<file path="src/rtl/fifo_sync_flags.sv">
// fifo_sync_flags: single-clock FIFO with block-RAM storage, optional
// first-word-fall-through output stage, occupancy count, programmable
// almost-full/almost-empty thresholds, sticky overflow/underflow flags and a
// synchronous flush. All flags decode from registered state only.
module fifo_sync_flags #(
  parameter int DW     = 8,
  parameter int AW     = 9,
  parameter int FWFT   = 0,
  parameter int AF_LVL = (1 << AW) - 4,
  parameter int AE_LVL = 4
) (
  input  logic          clk,
  input  logic          rst_n,
  input  logic          clr,
  input  logic          wr,
  input  logic [DW-1:0] din,
  input  logic          rd,
  output logic [DW-1:0] dout,
  output logic          valid,
  output logic          full,
  output logic          empty,
  output logic          almost_full,
  output logic          almost_empty,
  output logic [AW:0]   count,
  output logic          overflow,
  output logic          underflow
);

  localparam int DEPTH = 1 << AW;
  // In FWFT mode the output stage holds one entry on top of the memory.
  localparam int CAP   = (FWFT != 0) ? DEPTH + 1 : DEPTH;

  localparam logic [AW:0] CAP_W = (AW+1)'(CAP);
  localparam logic [AW:0] AF_W  = (AW+1)'(AF_LVL);
  localparam logic [AW:0] AE_W  = (AW+1)'(AE_LVL);
  localparam logic [AW:0] ONE   = (AW+1)'(1);

  // Storage and its registered read port.
  logic [DW-1:0] mem [DEPTH];
  logic [DW-1:0] ram_q_reg;

  // Bypass register: holds a word written straight into an idle FWFT output
  // stage, so the RAM output register never needs a data mux in front of it.
  logic [DW-1:0] byp_reg;
  logic          sel_byp_reg, sel_byp_next;

  // Pointers carry one extra bit so wrap phase is visible.
  logic [AW:0]   wptr_reg, wptr_next;
  logic [AW:0]   rptr_reg, rptr_next;
  logic [AW:0]   count_reg, count_next;
  logic          valid_reg, valid_next;
  logic          ovf_reg, ovf_next;
  logic          unf_reg, unf_next;

  // Per-cycle strobes.
  logic          rd_acc;
  logic          wr_acc;
  logic          ram_we;
  logic          ram_re;
  logic          byp_load;
  logic          mem_empty;

  // Flag decode from registered occupancy.
  assign full         = (count_reg == CAP_W);
  assign empty        = (count_reg == '0);
  assign almost_full  = (count_reg >= AF_W);
  assign almost_empty = (count_reg <= AE_W);
  assign count        = count_reg;
  assign valid        = valid_reg;
  assign overflow     = ovf_reg;
  assign underflow    = unf_reg;
  assign dout         = sel_byp_reg ? byp_reg : ram_q_reg;

  // Accept/steer decisions and next-state for pointers, count, valid and flags.
  always_comb begin
    rd_acc       = 1'b0;
    wr_acc       = 1'b0;
    ram_we       = 1'b0;
    ram_re       = 1'b0;
    byp_load     = 1'b0;
    valid_next   = valid_reg;
    sel_byp_next = sel_byp_reg;
    count_next   = count_reg;

    // Memory-only occupancy is zero when the pointers coincide.
    mem_empty = (wptr_reg == rptr_reg);

    if (FWFT != 0) begin
      // A pop consumes whatever is currently presented on dout.
      rd_acc = rd && valid_reg;
    end else begin
      rd_acc = rd && !empty;
    end

    // A read accepted this cycle frees a slot for a write even when full.
    wr_acc = wr && (!full || rd_acc);

    if (FWFT != 0) begin
      // The output stage is free (or being freed with nothing behind it):
      // the incoming word skips the memory.
      byp_load = wr_acc && (!valid_reg || (rd_acc && mem_empty));
      ram_we   = wr_acc && !byp_load;
      // Refill the output stage from memory on every pop that has a successor.
      ram_re   = rd_acc && !mem_empty;

      if (byp_load || ram_re) begin
        valid_next = 1'b1;
      end else if (rd_acc) begin
        valid_next = 1'b0;
      end

      if (byp_load) begin
        sel_byp_next = 1'b1;
      end else if (ram_re) begin
        sel_byp_next = 1'b0;
      end
    end else begin
      ram_we       = wr_acc;
      ram_re       = rd_acc;
      valid_next   = rd_acc;
      sel_byp_next = 1'b0;
    end

    if (wr_acc && !rd_acc) begin
      count_next = count_reg + ONE;
    end else if (!wr_acc && rd_acc) begin
      count_next = count_reg - ONE;
    end

    wptr_next = ram_we ? wptr_reg + ONE : wptr_reg;
    rptr_next = ram_re ? rptr_reg + ONE : rptr_reg;
    ovf_next  = ovf_reg || (wr && !wr_acc);
    unf_next  = unf_reg || (rd && !rd_acc);

    // Flush wins over any read or write in the same cycle; dout is left alone.
    if (clr) begin
      ram_we       = 1'b0;
      ram_re       = 1'b0;
      byp_load     = 1'b0;
      sel_byp_next = sel_byp_reg;
      valid_next   = 1'b0;
      count_next   = '0;
      wptr_next    = '0;
      rptr_next    = '0;
      ovf_next     = 1'b0;
      unf_next     = 1'b0;
    end
  end

  // Memory write port; same-address read in the same cycle sees the old word.
  always_ff @(posedge clk) begin
    if (ram_we) begin
      mem[wptr_reg[AW-1:0]] <= din;
    end
  end

  // Registered memory read feeding dout.
  always_ff @(posedge clk or negedge rst_n) begin
    if (!rst_n) begin
      ram_q_reg <= '0;
    end else if (ram_re) begin
      ram_q_reg <= mem[rptr_reg[AW-1:0]];
    end
  end

  // Bypass data capture and output source select.
  always_ff @(posedge clk or negedge rst_n) begin
    if (!rst_n) begin
      byp_reg     <= '0;
      sel_byp_reg <= 1'b0;
    end else begin
      if (byp_load) begin
        byp_reg <= din;
      end
      sel_byp_reg <= sel_byp_next;
    end
  end

  // Pointer, occupancy, qualifier and sticky error state.
  always_ff @(posedge clk or negedge rst_n) begin
    if (!rst_n) begin
      wptr_reg  <= '0;
      rptr_reg  <= '0;
      count_reg <= '0;
      valid_reg <= 1'b0;
      ovf_reg   <= 1'b0;
      unf_reg   <= 1'b0;
    end else begin
      wptr_reg  <= wptr_next;
      rptr_reg  <= rptr_next;
      count_reg <= count_next;
      valid_reg <= valid_next;
      ovf_reg   <= ovf_next;
      unf_reg   <= unf_next;
    end
  end

endmodule

</file>
<file path="config.mk">
export PLATFORM = sky130hd
export DESIGN_NAME = fifo_sync_flags
export DESIGN_NICKNAME = d
export VERILOG_FILES = /design/src/rtl/fifo_sync_flags.sv
export SDC_FILE = /design/constraint.sdc
export NUM_CORES = 2
export LEC_CHECK = 0
export CAP_MARGIN = 20
export CORE_MARGIN = 1.5
export CORE_UTILIZATION = 51
export DETAILED_ROUTE_END_ITERATION = 7
export PLACE_DENSITY = 0.63
export SLEW_MARGIN = 20
export SYNTH_ARGS = -nofsm -noshare
export SYNTH_HDL_FRONTEND = slang
export SYNTH_SLANG_ARGS = --single-unit
</file>
<file path="constraint.sdc">
create_clock -name clk -period 4.5 [get_ports clk]
set_input_delay 0.45 -clock clk [delete_from_list [all_inputs] [get_ports clk]]
set_output_delay 0.45 -clock clk [all_outputs]
set_load 0.05 [all_outputs]
</file>
==> results_dict.tcl <==
set metrics [dict create \
    status "completed" \
    syn_avg_cell_area_um2 21.3 \
    yosys_warnings 0 \
    drive_gt1_frac 0.256 \
    slew_violations 0 \
    arrival_ns 5.31 \
    p_leak_nw 54.9 \
    synth.ff_latch_count 4135 \
    multi_input_area_um2 34500 \
    fmax_mhz 224 \
    clkLatencyLatePin_ns 0.99 \
    dpl.hpwl_mm 280 \
    ant_nets 0 \
    cts_made_buffers 407 \
    fin_tns_setup_ns 0 \
    grt_use_total 0.283 \
    cp_max_fo 34 \
    wl_mm 450 \
    grt_pass1_vias 81200 \
    hold_buffers 6 \
    fin_util 0.582 \
    coreArea_um2 313000 \
    cpMostUsedCell "a21oi_1" \
    design.die.area_um2 319000 \
    cts_max_level 5 \
    fin_crit_sh 0.993 \
    grt.overflow.total 0 \
    initial_core_util 0.514 \
    post_cts_resized 0 \
    grt_pass1_wl_mm 631 \
    drt-vias-per-instance 6.55 \
    final_nets 8035 \
    worstMarginPinSlew_ns 1.20 \
    power.density_nw_per_um2 482 \
    synth-edff-count 4096 \
    antenna_found_initial 27 \
    wire_per_inst_um 36.0 \
    drtIter0Drc 11500 \
    io_buffer_count 37 \
    most-common-layout-cells "4096 x edfxtp_1, 969 x mux4_2, 603 x nor2_1" \
    cts_tree "built" \
    crit_path_end_kind "register" \
    cts_setup_buffers 0 \
    synth.distinct_cells 80 \
    hold_class "input pin to register" \
    reg2reg_slack_ns 0.03 \
    syn_to_final_growth_pct 13.2 \
    regArea_um2 124000 \
    ioPinCount 38 \
    die_x_um 564 \
    drc 0 \
    first_pass_iters 7 \
    ys_seq_area_frac 0.771 \
    num_vias 81900 \
    synth_cells 7549 \
    path_cells "buf_4 -> buf_12 -> mux4_2 -> a22oi_1 -> a21oi_1 -> nor4_1 -> a21oi_1 -> or4b_1 -> o311ai_0" \
    irDropWorstVdd_mv 0.353 \
    cts.sinks 4135 \
    die_y_um 564 \
    largest_reg_flops 4096 \
    clk_pin_slew_worst_paths_ns 0.06 \
    synth_ff_type "edfxtp_1" \
    rsz0062_at_grt "no" \
    period_needed_ns 4.47 \
    crit_type "register to register" \
    hold_viol 0 \
    nFillCells 22300 \
    slew_headroom 0.189 \
    max_stage_delay_ns 1.02 \
    critPathLaunchType "register" \
    cp.required_ns 5.34 \
    grt_start_max_net_pins 173 \
    clock_path_buffers 4 \
    syn-num-nets 7576 \
    maxCapViolCount 0 \
    cp_slowest_cell "nor4_1" \
    syn-cell-area_um2 161000 \
    finClkSkew_ns 0.0770 \
    pre_cts_slack_ns 0.159 \
    fin_ws_ns 0.0328 \
    clock-root-buffer "clkbuf_16" \
    setup-violations-final 0 \
    synthArstFlopShare 0.00943 \
    place_congestion 0.875 \
    final_common_cell "edfxtp_1" \
    row_count 205 \
]
critical path: cells and delay by family, from the launching register on:
kind | cells | cell delay (ns)
and+or+nand+nor | 2 | 1.29
AOI/OAI and AO/OA | 4 | 0.97
DFF | 1 | 0.85
buffers and inverters | 2 | 0.64
muxes | 1 | 0.54
path summary, 6_finish.rpt:
path | from | endpoint | cells after the start
setup / recovery | rptr_reg[0] | ram_q_reg[2] | 9
hold / removal | din[1] | mem[257][1] | 1
setup reg to reg | rptr_reg[0] | ram_q_reg[2] | 9
hold reg to reg | overflow | overflow | 2
max in group asynchronous | rst_n | rptr_reg[1] | 3
min in group asynchronous | rst_n | overflow | 3
cell type report:
cell class	count	area share
antenna	27	0.000371
clock inverter	254	0.0149
tap	4140	0.0285
multi-input combinational	2939	0.189
sequential	4135	0.681
clock buffer	484	0.0578
inverter	12	0.000247
timing repair buffer	513	0.0277
cell usage after synthesis (12+ instances only):
| cell | n | area [um2] |
|---|---|---|
| inv_1 | 12 | 45.0 |
| o22ai_1 | 111 | 694 |
| nor3_1 | 43 | 215 |
| nor2b_1 | 42 | 263 |
| a22oi_1 | 140 | 1050 |
| edfxtp_1 | 4096 | 123000 |
| mux4_2 | 969 | 21800 |
| nand4_1 | 15 | 93.8 |
| dfrtp_1 | 39 | 976 |
| buf_2 | 175 | 876 |
| buf_4 | 84 | 631 |
| xnor2_1 | 13 | 114 |
| mux2i_1 | 294 | 2940 |
| nand2b_1 | 13 | 81.3 |
| nor2_1 | 611 | 2290 |
| mux2_2 | 23 | 259 |
| a221oi_1 | 42 | 368 |
| a211oi_1 | 44 | 330 |
| o211ai_1 | 25 | 188 |
| a22o_1 | 21 | 184 |
| ha_1 | 13 | 163 |
| a21oi_1 | 91 | 455 |
| or3_1 | 15 | 93.8 |
| buf_6 | 34 | 383 |
| nor4_1 | 15 | 93.8 |
| clkbuf_1 | 144 | 541 |
| nand2_1 | 113 | 424 |
| o31ai_1 | 12 | 90.1 |
| buf_1 | 25 | 93.8 |
| o21ai_0 | 59 | 295 |
| nand3_1 | 59 | 295 |
metal layers:
| layer | vias up | routed length, um | share of wire | GRT usage |
|---|---|---|---|---|
| li1 | 32600 | - | - | - |
| met1 | 43900 | 175000 | 0.39 | 0.401 |
| met2 | 4560 | 209000 | 0.47 | 0.434 |
| met3 | 796 | 46700 | 0.10 | 0.0648 |
| met4 | 14 | 18500 | 0.041 | 0.107 |
| met5 | - | 82 | 0.00018 | 0 |
metrics by stage:
step | cell area (um2) | hold slack (ns) | total power [mW] | cells
6_report | 182000 | 0.0269 | 87.7 | 12500
5_1_grt | 182000 | 0.0266 | 89.9 | 12500
4_1_cts | 182000 | 0.0124 | 88.1 | 12500
3_5_place_dp | 169000 | 0.489 | 54.7 | 11700
3_3_place_gp | 169000 | 0.491 | 54.6 | 11700
2_1_floorplan | 161000 | 0.154 | 50.7 | 7549
power by group:
| group | internal [mW] | switching (mW) | total (mW) |
|---|---|---|---|
| combinational | 4.97 | 6.19 | 11.2 |
| sequential | 42.4 | 0.282 | 42.7 |
| clock | 19.1 | 14.8 | 33.9 |
| total | 66.4 | 21.2 | 87.7 |
cell families after synthesis:
group           Yosys count  synth area share
flops                  4135             0.771
mux                    1286             0.156
simple gates            988            0.0272
compound gates          630            0.0275
buf+inv                 475            0.0161
xor+xnor                 21           0.00114
fa+ha+maj                14           0.00114
Note: power is estimated with default switching activity, not from simulation.
